==> config.mk <==
export PLATFORM = sky130hd
export DESIGN_NAME = tl_phase_timer
export DESIGN_NICKNAME = d
export VERILOG_FILES = /design/src/rtl/tl_phase_timer_pkg.sv /design/src/rtl/tl_phase_timer_dcnt_ld_r.sv /design/src/rtl/tl_phase_timer.sv
export SDC_FILE = /design/constraint.sdc
export NUM_CORES = 1
export LEC_CHECK = 0
export CAP_MARGIN = 25
export CORE_AREA = 2 2 39 41
export CTS_BUF_LIST = sky130_fd_sc_hd__clkbuf_4 sky130_fd_sc_hd__clkbuf_8 sky130_fd_sc_hd__clkbuf_16
export DETAILED_ROUTE_END_ITERATION = 6
export DIE_AREA = 0 0 41 43
export HOLD_SLACK_MARGIN = 0.02
export SYNTH_ARGS = -nofsm -noshare
export SYNTH_HDL_FRONTEND = slang
export SYNTH_SLANG_ARGS = --single-unit
==> constraint.sdc <==
create_clock -name clk -period 2.2 [get_ports clk]
set_input_delay 0.55 -clock clk [delete_from_list [all_inputs] [get_ports clk]]
set_output_delay 0.55 -clock clk [all_outputs]
set_load 0.005 [all_outputs]
==> src/rtl/tl_phase_timer_pkg.sv <==
// Shared definitions for the left-turn traffic-light controller: phase
// encoding, default phase lengths and phase classification helpers.
package tl_phase_timer_pkg;

  // 3-bit phase encoding driven by the controller state register
  typedef enum logic [2:0] {
    S_AG  = 3'b000,  // A straight green
    S_AY  = 3'b001,  // A yellow
    S_AL  = 3'b010,  // A left arrow
    S_ALY = 3'b011,  // A left yellow
    S_BG  = 3'b100,  // B straight green
    S_BY  = 3'b101,  // B yellow
    S_BL  = 3'b110,  // B left arrow
    S_BLY = 3'b111   // B left yellow
  } tl_phase_e;

  // Default phase lengths in timebase ticks; FSM, decoder and timer share these
  localparam int unsigned TL_CNT_W      = 4;
  localparam int unsigned TL_GREEN_CYC  = 8;
  localparam int unsigned TL_LEFT_CYC   = 4;
  localparam int unsigned TL_YELLOW_CYC = 2;

  // Every yellow phase has bit 0 set
  function automatic logic phase_is_yellow(input tl_phase_e s);
    logic [2:0] v;
    v = s;
    return v[0];
  endfunction

  // Left-arrow phases are x10
  function automatic logic phase_is_left(input tl_phase_e s);
    logic [2:0] v;
    v = s;
    return (v[1:0] == 2'b10);
  endfunction

endpackage

==> src/rtl/tl_phase_timer_dcnt_ld_r.sv <==
// Down-counter with async active-low reset, synchronous load, enable and a
// zero flag. The count never wraps below zero.
module tl_phase_timer_dcnt_ld_r #(
  parameter int unsigned CNT_W   = 4,
  parameter int unsigned RST_VAL = 0
) (
  input  logic             clk,
  input  logic             reset_n,
  input  logic             ld,
  input  logic [CNT_W-1:0] ld_val,
  input  logic             en,
  output logic [CNT_W-1:0] cnt,
  output logic             zero
);

  logic [CNT_W-1:0] cnt_q;
  logic [CNT_W-1:0] cnt_d;

  // Next count: load has priority over decrement; decrement stops at zero
  always_comb begin
    cnt_d = cnt_q;
    if (ld) begin
      cnt_d = ld_val;
    end else if (en && (cnt_q != '0)) begin
      cnt_d = cnt_q - CNT_W'(1);
    end
  end

  // Count register
  always_ff @(posedge clk or negedge reset_n) begin
    if (!reset_n) begin
      cnt_q <= CNT_W'(RST_VAL);
    end else begin
      cnt_q <= cnt_d;
    end
  end

  assign cnt  = cnt_q;
  assign zero = (cnt_q == '0);

endmodule

==> src/rtl/tl_phase_timer.sv <==
// Phase-duration timer for the left-turn traffic-light controller. Watches
// the controller state, reloads a down-counter with the phase length on every
// state change, counts timebase ticks and returns a one-cycle expire pulse.
module tl_phase_timer
  import tl_phase_timer_pkg::*;
#(
  parameter int unsigned CNT_W      = TL_CNT_W,
  parameter int unsigned GREEN_CYC  = TL_GREEN_CYC,
  parameter int unsigned LEFT_CYC   = TL_LEFT_CYC,
  parameter int unsigned YELLOW_CYC = TL_YELLOW_CYC
) (
  input  logic             clk,
  input  logic             reset_n,
  input  logic [2:0]       state,
  input  logic             tick,
  input  logic             hold,
  output logic             expire,
  output logic [CNT_W-1:0] remaining
);

  localparam longint unsigned CYC_LIMIT = longint'(1) << CNT_W;

  // Reject phase lengths of zero or too large for the counter
  if (GREEN_CYC == 0 || longint'(GREEN_CYC) >= CYC_LIMIT) begin : g_bad_green
    $error("tl_phase_timer: GREEN_CYC must be in 1 .. 2**CNT_W-1");
  end
  if (LEFT_CYC == 0 || longint'(LEFT_CYC) >= CYC_LIMIT) begin : g_bad_left
    $error("tl_phase_timer: LEFT_CYC must be in 1 .. 2**CNT_W-1");
  end
  if (YELLOW_CYC == 0 || longint'(YELLOW_CYC) >= CYC_LIMIT) begin : g_bad_yellow
    $error("tl_phase_timer: YELLOW_CYC must be in 1 .. 2**CNT_W-1");
  end

  tl_phase_e        phase;
  tl_phase_e        prev_state_q;
  tl_phase_e        prev_state_d;
  logic             expire_q;
  logic             expire_d;
  logic [CNT_W-1:0] reload_val;
  logic [CNT_W-1:0] cnt;
  logic             cnt_zero;
  logic             cnt_ld;
  logic             cnt_en;
  logic             phase_chg;

  assign phase     = tl_phase_e'(state);
  assign phase_chg = (phase != prev_state_q);

  // Reload value dur(state)-1 for the phase being entered
  always_comb begin
    reload_val = CNT_W'(GREEN_CYC - 1);
    if (phase_is_yellow(phase)) begin
      reload_val = CNT_W'(YELLOW_CYC - 1);
    end else if (phase_is_left(phase)) begin
      reload_val = CNT_W'(LEFT_CYC - 1);
    end
  end

  // Priority: phase change reload, then hold, then tick decrement / expiry
  always_comb begin
    prev_state_d = prev_state_q;
    cnt_ld       = 1'b0;
    cnt_en       = 1'b0;
    expire_d     = 1'b0;
    if (phase_chg) begin
      prev_state_d = phase;
      cnt_ld       = 1'b1;
    end else if (hold) begin
      // counter frozen, no pulse
    end else if (tick) begin
      if (!cnt_zero) begin
        cnt_en = 1'b1;
      end else begin
        expire_d = 1'b1;
      end
    end
  end

  // Phase tracking and registered expire pulse
  always_ff @(posedge clk or negedge reset_n) begin
    if (!reset_n) begin
      prev_state_q <= S_AG;
      expire_q     <= 1'b0;
    end else begin
      prev_state_q <= prev_state_d;
      expire_q     <= expire_d;
    end
  end

  tl_phase_timer_dcnt_ld_r #(
    .CNT_W   (CNT_W),
    .RST_VAL (GREEN_CYC - 1)
  ) u_dcnt (
    .clk     (clk),
    .reset_n (reset_n),
    .ld      (cnt_ld),
    .ld_val  (reload_val),
    .en      (cnt_en),
    .cnt     (cnt),
    .zero    (cnt_zero)
  );

  assign expire    = expire_q;
  assign remaining = cnt;

endmodule
# Word level (Yosys, flattened, before mapping)

Cells that the tools add are included.

Output and inout port bits: 5
Logic and storage cells: 23
Bits in registers: 8
Latch bits: 0
Memory bits (read-only): 0
Memory bits (writable): 0
Input port bits: 7
Memories kept: 0

Magnitude comparators: 0
Equal/unequal tests: 2
Reduce and logical (&&, ||, !) cells: 4
Bitwise logic cells: 0
Multiplexer cells: 13
Divide/modulo/power cells: 0
Shift-type cells: 0
Multipliers: 0
Add/subtract/negate cells: 1

Operators with widths:

| operator                                         | number |
|---|---|
| two-way mux 4 bit                                | 3 |
| two-way mux 1 bit                                | 9 |
| zero test 4 bit                                  | 1 |
| nonzero test 4 bit                               | 1 |
| subtractor 4 x 1 -> 4 bit, second input constant | 1 |
| two-way mux 3 bit                                | 1 |
| != test 3 bit                                    | 1 |
| == test 2 bit, second input constant             | 1 |
| nonzero test 2 bit                               | 1 |
| logical AND 1 bit                                | 1 |

# Longest topological paths before layout

Gate-level depths: netlist of the first run.

Depth in word-level cells: 8
Gate-level depth with buffers: 5
Gate-level depth less buffers: 5

# Modules after synthesis

A second synthesis of the first run with hierarchy kept.

Cells, all modules: 46
Area, all modules: 461.7 sq um

Modules (own cells, without submodules):

| module                   | area an instance (sq um) | times used | seq. area each (sq um) | cells each |
|---|---|---|---|---|
| tl_phase_timer_dcnt_ld_r | 274.0                    | 1          | 103.8                  | 27 |
| tl_phase_timer           | 187.7                    | 1          | 100.1                  | 19 |

# Worst setup path after synthesis of the first run

Ideal clock, no wire load.

Kind: flip-flop to flip-flop
From: register u_dcnt.cnt_q[0] (netlist: u_dcnt.cnt[0])
To: register u_dcnt.cnt_q[0] (netlist: u_dcnt.cnt[0])
Buffers on the path: 0
Period minus slack after synthesis: 1472 ps
Path slack: 728 ps
Stages on the path, launching flop included: 6
Data arrival time: 1408 ps
Required time: 2136 ps
Library setup time: 64 ps
Path through: dfstp_2 -> inv_1 -> ha_1 -> nor3b_1 -> or3_2 -> nand3_1

Word-level cells in the longest chain between the ends: 7
Elaborated cells between the ends (all ways): 11
Classes of those cells: 1 x add/sub; 6 x mux; 4 x reduce/logical

RTL lines:

| element                      | line                           | text |
|---|---|---|
| start, declared              | tl_phase_timer_dcnt_ld_r.sv:16 | `logic [CNT_W-1:0] cnt_q;` |
| start signal, assigned       | tl_phase_timer_dcnt_ld_r.sv:32 | `cnt_q <= CNT_W'(RST_VAL);` |
| start signal, assigned       | tl_phase_timer_dcnt_ld_r.sv:34 | `cnt_q <= cnt_d;` |
| zero test 4 bit              | tl_phase_timer_dcnt_ld_r.sv:39 | `assign zero = (cnt_q == '0);` |
| two-way mux 1 bit            | tl_phase_timer.sv:71           | `if (!cnt_zero) begin` |
| two-way mux 1 bit            | tl_phase_timer.sv:70           | `end else if (tick) begin` |
| two-way mux 1 bit            | tl_phase_timer.sv:68           | `end else if (hold) begin` |
| two-way mux 1 bit            | tl_phase_timer.sv:65           | `if (phase_chg) begin` |
| logical AND 1 bit            | tl_phase_timer_dcnt_ld_r.sv:24 | `end else if (en && (cnt_q != '0)) begin` |
| nonzero test 2 bit (no line) | -                              |  |

Several ways; a longest one is shown, not always the timed one. The select of a mux whose other input is x is not followed.
A chain may end at the register's enable or synchronous reset.

# Worst setup path in the final report of the first run

From: register u_dcnt.cnt_q[2] (netlist: u_dcnt.cnt[2])
To: output remaining[2]

RTL lines:

| element       | line                 | text |
|---|---|---|
| end, declared | tl_phase_timer.sv:18 | `output logic [CNT_W-1:0] remaining` |

No word-level cell between the ends.

==> flow_results.org, run 1 <==
** Run status
- Result of the run :: finished, final reports clean

** STA
- In the post-route analysis, the smallest setup slack over all paths is 341 ps.
- Worst clock skew :: 7.24 ps
- Subtracting the final worst setup slack from the clock period gives 1860 ps.
- Setup total negative slack on the finished layout was measured at 0 ps.
- Setup violations remaining at the end of the flow were counted as 0.
- Derived from the worst setup path, the maximum achievable clock frequency is 538 MHz.
- Hold timing on the final database bottoms out at a slack of 530 ps.
- Slew HR :: 0.748
- Unrepaired setup endpoints after global routing :: no
- Slew Viols, Final :: 0
- The hold violation total from the final report is 0.
- For the pin with the worst max-slew slack, the measured transition is 377 ps.
- Period Utilization, post-route :: 0.845

** Global route
- The number of global-route vias before repair was 312.
- Total congestion overflow after global routing :: 0
- In the global route stage, overall resource usage came out at 0.115.
- The first global-routing pass estimated 1260 microns of wire.
- Initial antenna violation count :: 0
- Maximum number of pins on one net before global-route repair :: 9

** Yosys
- Number of synthesized flops with an enable pin :: 0
- Average instance area after synthesis :: 10.0 sq um
- Register bit count reported by yosys :: 8
- Synth async-reset ratio :: 1.00
- Post-synth net total :: 48
- Of the post-synthesis cell area, the dominant cell type holds 0.312.
- Unique cell type count in the Yosys netlist :: 20
- Post-synthesis cell count :: 40
- Most instantiated library cell after synthesis :: dfrtp_1
- During synthesis, Yosys emitted a total of 0 warnings.
- Post-synthesis instance area :: 402 sq um
- The share of the Yosys chip area taken by registers is 0.508.
- Cell taking the most area after synthesis :: dfrtp_1
- By area the synthesized netlist is led by dfrtp_1 31%, dfstp_2 20%, xnor2_1 6.5%, a31oi_1 4.7%, o21ai_0 3.7%.
- In the synthesized netlist the dominant register cell turns out to be dfrtp_1.

** Critical path
- STA classifies the critical path endpoint as an output port.
- For the worst setup path, the data required time is 1650 ps.
- Crit path buf inv count :: 1
- Setup Crit Path Kind :: reg -> out
- The worst setup path is launched from a flip-flop.
- Arrival time of data at the critical path endpoint :: 1310 ps
- On the worst path, the slowest cell contributes a delay of 560 ps.
- Cell Chain, Critical Path :: clkdlybuf4s50_1
- Cell with the biggest individual delay on the critical path :: dfstp_2
- In this design, the largest share of critical-path delay is due to flip-flops.
- Crit Path Max Fanout :: 5

** Place
- Detailed placement ended at an HPWL of 529 microns.
- The count of buffers added on input and output ports is 11.
- Summing all placed instances gives a cell area of 520 sq um.
- The number of placed instances, taps included, is 64.
- Final weighted congestion in routability-driven placement :: 0.734
- OpenSTA, run right after detailed placement, puts the worst setup slack at 334 ps.

** Floorplanning
- The core region is 1380 sq um.
- Initial core utilization :: 0.290
- Total Die Area :: 1760 sq um
- Die boundary width :: 41 microns
- Pin placement for this block handled 12 I/O pins.
- Row generation in the floorplan step produced 14 rows.
- Height of the die :: 43 microns

** Clock tree
- CTS built an H-tree with a depth of 1.
- Clock tree from TritonCTS :: yes
- The number of gates resized after CTS was 0.
- Clock latency at the later pin of the worst-skew pair :: 250 ps
- Hold bufs inserted after CTS :: 0
- Library cell used as clock root buffer :: clkbuf_4
- Once the clock tree was built, the setup fixing pass inserted 0 buffers.
- Clock-pin slew was measured on the worst setup and hold paths at 60 ps.
- No sink is reached through more buffers than the 2 on the longest clock path.
- Buffers inserted during clock tree synthesis total 3.
- Total clock sinks :: 8

** Drt
- Vias after detailed routing :: 331
- Count of routing violations after the opening detailed-route iteration :: 6
- Per-cell routed wire length :: 10.5 microns
- The count of nets left with antenna violations once routing finished came out at 0.
- Number of optimization iterations in the first detailed-route pass :: 4
- Wires add up to 714 microns.
- After detailed routing, the number of remaining DRC violations is 0.
- Average via count per standard cell :: 4.87

** Power
- Static leakage :: 0.232 nW
- P per Cell Area :: 631 nW/um^2
- VDD sags by at most 0.218 mV.
- Total Power Consumption :: 347 uW

** Flow run
- Maximum capacitance violations :: 0

** Cells and area
- For this run, the post-layout net count is 61.
- Utilization of the core after routing :: 0.398
- In the final layout, the share of cells above drive strength 1 is 0.154.
- From synthesis to final layout, the design area changed by 37.1%.
- The number of antenna diodes in the final layout is 0.
- With fillers left out, the area of the finished cells amounts to 551 sq um.
- Filler-free cell count of the finished design :: 68

** Min path
- The min-delay analysis places its worst path in the category reg -> reg.
flip-flops by register name (all words and copies together), names as in the netlist:
signal and cells:
u_dcnt.cnt 4, prev_state_q 3, expire 1
kinds of logic after synthesis:
logic type | count (synthesis) | synth area share
AO/OA/AOI/OAI | 8 | 0.109
XOR/XNOR | 3 | 0.0654
adder cells (fa/ha/maj) | 1 | 0.0311
buffers and inverters | 6 | 0.0561
flip-flops | 8 | 0.508
multiplexers | 1 | 0.0249
AND/OR/NAND/NOR | 13 | 0.206
layout by cell type (no fill, tap or decap):
| cell | synthesis | layout |
|---|---|---|
| dfrtp_1 | 5 | 5 |
| mux2i_1 | 1 | 1 |
| nand3_1 | 2 | 2 |
| dfstp_2 | 3 | 3 |
| nor3b_1 | 2 | 2 |
| a21oi_1 | 2 | 2 |
| or3_2 | 1 | 1 |
| nor2_1 | 1 | 1 |
| clkbuf_4 | 0 | 4 |
| nand3b_1 | 1 | 1 |
| a31oi_1 | 3 | 3 |
| inv_1 | 3 | 3 |
| ha_1 | 1 | 1 |
| nand2b_1 | 1 | 1 |
| xnor2_1 | 3 | 3 |
| or3_1 | 2 | 2 |
| and3_1 | 1 | 1 |
| clkdlybuf4s50_1 | 0 | 11 |
| o21ai_0 | 3 | 3 |
| or4_1 | 1 | 1 |
| nor2b_1 | 1 | 1 |
layer usage:
| metal | wire length [microns] | share of wire | track usage |
|---|---|---|---|
| met4 | 11 | 0.015 | 0.120 |
| met3 | 46 | 0.064 | 0.0471 |
| met5 | 0 | 0 | 0 |
| met1 | 318 | 0.45 | 0.117 |
| met2 | 337 | 0.47 | 0.159 |
power by group:
part | total, mW | internal (mW) | switching [mW]
registers | 0.165 | 0.159 | 0.00618
clock network | 0.131 | 0.0816 | 0.0491
logic | 0.0517 | 0.0292 | 0.0226
area by class of cell:
type,count,area [sq um]
Multi-Input combinational cell,26,175
Timing Repair Buffer,11,110
Clock buffer,4,30.0
Inverter,3,11.3
Fill cell,135,833
Sequential cell,8,204
Tap cell,16,20.0
worst register-to-register path, stage by stage, from the launching register on:
cell and delay [ps]:
dfstp_2 550, inv_1 50, ha_1 210, nor3b_1 170, or3_1 320, a31oi_1 170
final timing paths:
check                               from              end  slack, ps  depth (start not counted)
max reg2reg                u_dcnt.cnt[0]    u_dcnt.cnt[1]        650                          5
min reg2reg                u_dcnt.cnt[0]    u_dcnt.cnt[0]        530                          2
min in group asynchronous        reset_n  prev_state_q[0]        570                          1
min                        u_dcnt.cnt[0]    u_dcnt.cnt[0]        530                          2
max in group asynchronous        reset_n    u_dcnt.cnt[1]       1320                          1
max                        u_dcnt.cnt[2]     remaining[2]        340                          1
Note: power is estimated with default switching activity, not from simulation.
==> run 2, diff against run 1 <==
- clock period: 2.2 -> 1.5 ns (I/O delays scaled with it)
==> flow_results.org, run 2 (synthesis results as in run 1) <==
** Power
- The internal power of the cells totals 410 uW.
- Of the total power, registers draw 0.449.
- The analysis attributes to net switching a power of 126 uW.
- Static leakage :: 0.301 nW
- Of the total power, combinational logic draws 0.188.
- Worst vdd rail ir drop :: 0.434 mV
- Of the total power, the share spent switching nets is 0.236.
- Overall power consumption after layout is estimated at 536 uW.
- Clock power frac :: 0.363
- P per Cell Area :: 814 nW/um^2

** Place
- Count of buffers from port buffering :: 11
- Post-DP HPWL :: 646 microns
- The placed instances occupy a cell area of 573 sq um.
- Final weighted congestion in routability-driven placement :: 0.733

** STA
- Setup total negative slack on the finished layout was measured at 0 ps.
- On the final layout, the worst clock skew is 5.06 ps.
- Setup violations remaining at the end of the flow were counted as 0.
- Slew HR :: 0.771
- The number of max-slew violations in the final report came to 0.
- The hold violation total from the final report was 0.
- Unrepaired setup endpoints after global routing :: yes
- Final Critical Period :: 1470 ps
- For this run, the top clock speed supported by timing is 678 MHz.
- Worst-margin pin slew :: 343 ps
- Period Utilization, post-route :: 0.983

** Drt
- The count of nets left with antenna violations once routing finished came out at 0.
- For this block, the via count after detailed routing is 372.
- In the final routed layout, each cell accounts on average for 11.1 microns.
- In this run, the number of DRC markers left after iteration 0 of detailed routing was 1.
- Residual DRC :: 0
- Number of optimization iterations in the first detailed-route pass :: 2
- WL final :: 851 microns
- Average via count per standard cell :: 4.83

** Critical path
- For the worst setup path, the data required time is 1680 ps.
- Data on the critical path arrives at its endpoint at 1660 ps.
- Crit Path Max Fanout :: 3
- Measured in cells, the most critical reg-to-reg path has a length of 4.
- The worst register-to-register path has a setup slack of 30 ps.
- The startpoint identified for the worst register-to-register timing path is u_dcnt.cnt[0].
- Category of the worst setup path capture point :: flip-flop
- Reg2reg end :: u_dcnt.cnt[3]
- Startpoint kind of the worst setup timing path :: flip-flop
- The worst setup path is of the reg -> reg kind.

** Clock tree
- CTS clock-pin slew for the worst setup and hold paths :: 60 ps
- Maximum buffer depth of the clock tree :: 2
- Clock latency at the later pin of the worst-skew pair :: 250 ps
- TritonCTS built the clock tree.
- The cell sitting at the root of the clock tree is a clkbuf_4.
- Clock buffers created by TritonCTS :: 3
- CTS built an H-tree with a depth of 1.
- For this design, the sink count on the clock tree is 8.

** Global route
- Entering global routing, the biggest net connects 9 pins.
- Total congestion overflow after global routing :: 0
- Initial antenna violation count :: 0
- Total GRT Usage :: 0.124
- The first global-routing pass estimated 1420 microns of wire.
- The number of global-route vias before repair came to 383.

** Cells and area
- Signed area change from the synthesized netlist to the final layout :: 63.9%
- The repair_antennas step left the layout with diodes totalling 0.
- Multi-input gate area :: 209 sq um
- After the last flow step, the layout net total stands at 70.
- Across the whole layout, storage elements account for 204 sq um.
- Largest register FFs :: 4
- Once layout is done, the placed cells without fillers occupy 658 sq um.
- Layout cell share with drive strength beyond 1 :: 0.393
- Measured on the finished design, the core utilization comes to 0.476.
- Filler cells :: 140
- The top cell types in the final layout, fill and taps aside, are 7 x clkdlybuf4s50_1, 7 x buf_4, 5 x dfrtp_1.

** Run status
- The run finished with clean final reports.

** Floorplanning
- 12 I/O pins were placed.
- Total Die Area :: 1760 sq um
- Core Footprint :: 1380 sq um
- Row count :: 14
- Die boundary width :: 41 microns
- Height of the die :: 43 microns
- Initial core utilization :: 0.290

** Flow run
- Max-cap violations in this run came to 0.

** Min path
- Worst min path class :: in -> async
## run 2: layout make-up
type,instances,area share
well taps,16,0.0304
clock buffers,4,0.0456
repair buffers,20,0.279
inverters,3,0.0171
multi-input cells,26,0.317
flip-flops and latches,8,0.310
## run 2: metrics by stage
step	hold WS (ps)	worst slack [ps]	cells
5_1_grt	407	-2.15	77
4_1_cts	398	-2.76	77
2_1_floorplan	79.4	28.2	40
6_report	390	25.2	77
3_3_place_gp	528	-132	71
3_5_place_dp	529	-183	71
## run 2: what timing repair did
item / CTS / global route
gates resized for setup: 9 / 7
cloned: 0 / 0
buffers inserted: 2 / 0
hold buffers: 0 / 0
pin swaps: 3 / 2
endpoints found under the setup margin: 7 / 4
hold endpoints to repair: 0 / 0
## run 2: power groups by stage
stage	Combinational [mW]	Sequential, mW	Clock [mW]
after global routing	0.114	0.242	0.216
after CTS	0.0979	0.240	0.204
final	0.101	0.241	0.195
after floorplan	0.0361	0.244	0
after global placement	0.0894	0.245	0
after detailed placement	0.0909	0.245	0
## run 2: per-layer routing
metal / vias to the layer above / track usage / share of wire
met5: - / 0 / 0
met1: 176 / 0.138 / 0.43
met4: 0 / 0.120 / 0.034
met3: 4 / 0.0157 / 0.055
li1: 181 / - / -
met2: 11 / 0.188 / 0.47
## run 2: worst max path at each step
stage	start	to	slack, ps	cells after the start
final	u_dcnt.cnt[0]	u_dcnt.cnt[3]	30	4
after global routing	u_dcnt.cnt[0]	u_dcnt.cnt[3]	-2	4
after CTS	u_dcnt.cnt[0]	u_dcnt.cnt[3]	-3	4
after detailed placement	hold	u_dcnt.cnt[3]	-180	4
after global placement	hold	u_dcnt.cnt[3]	-130	4
after floorplan	u_dcnt.cnt[0]	u_dcnt.cnt[0]	30	5
## run 2: worst max-delay path, cell delays in order, from the launching register on
cell     delay (ps)
dfstp_2         380
buf_6           110
or3_4           380
or4_4           420
a21oi_2         130
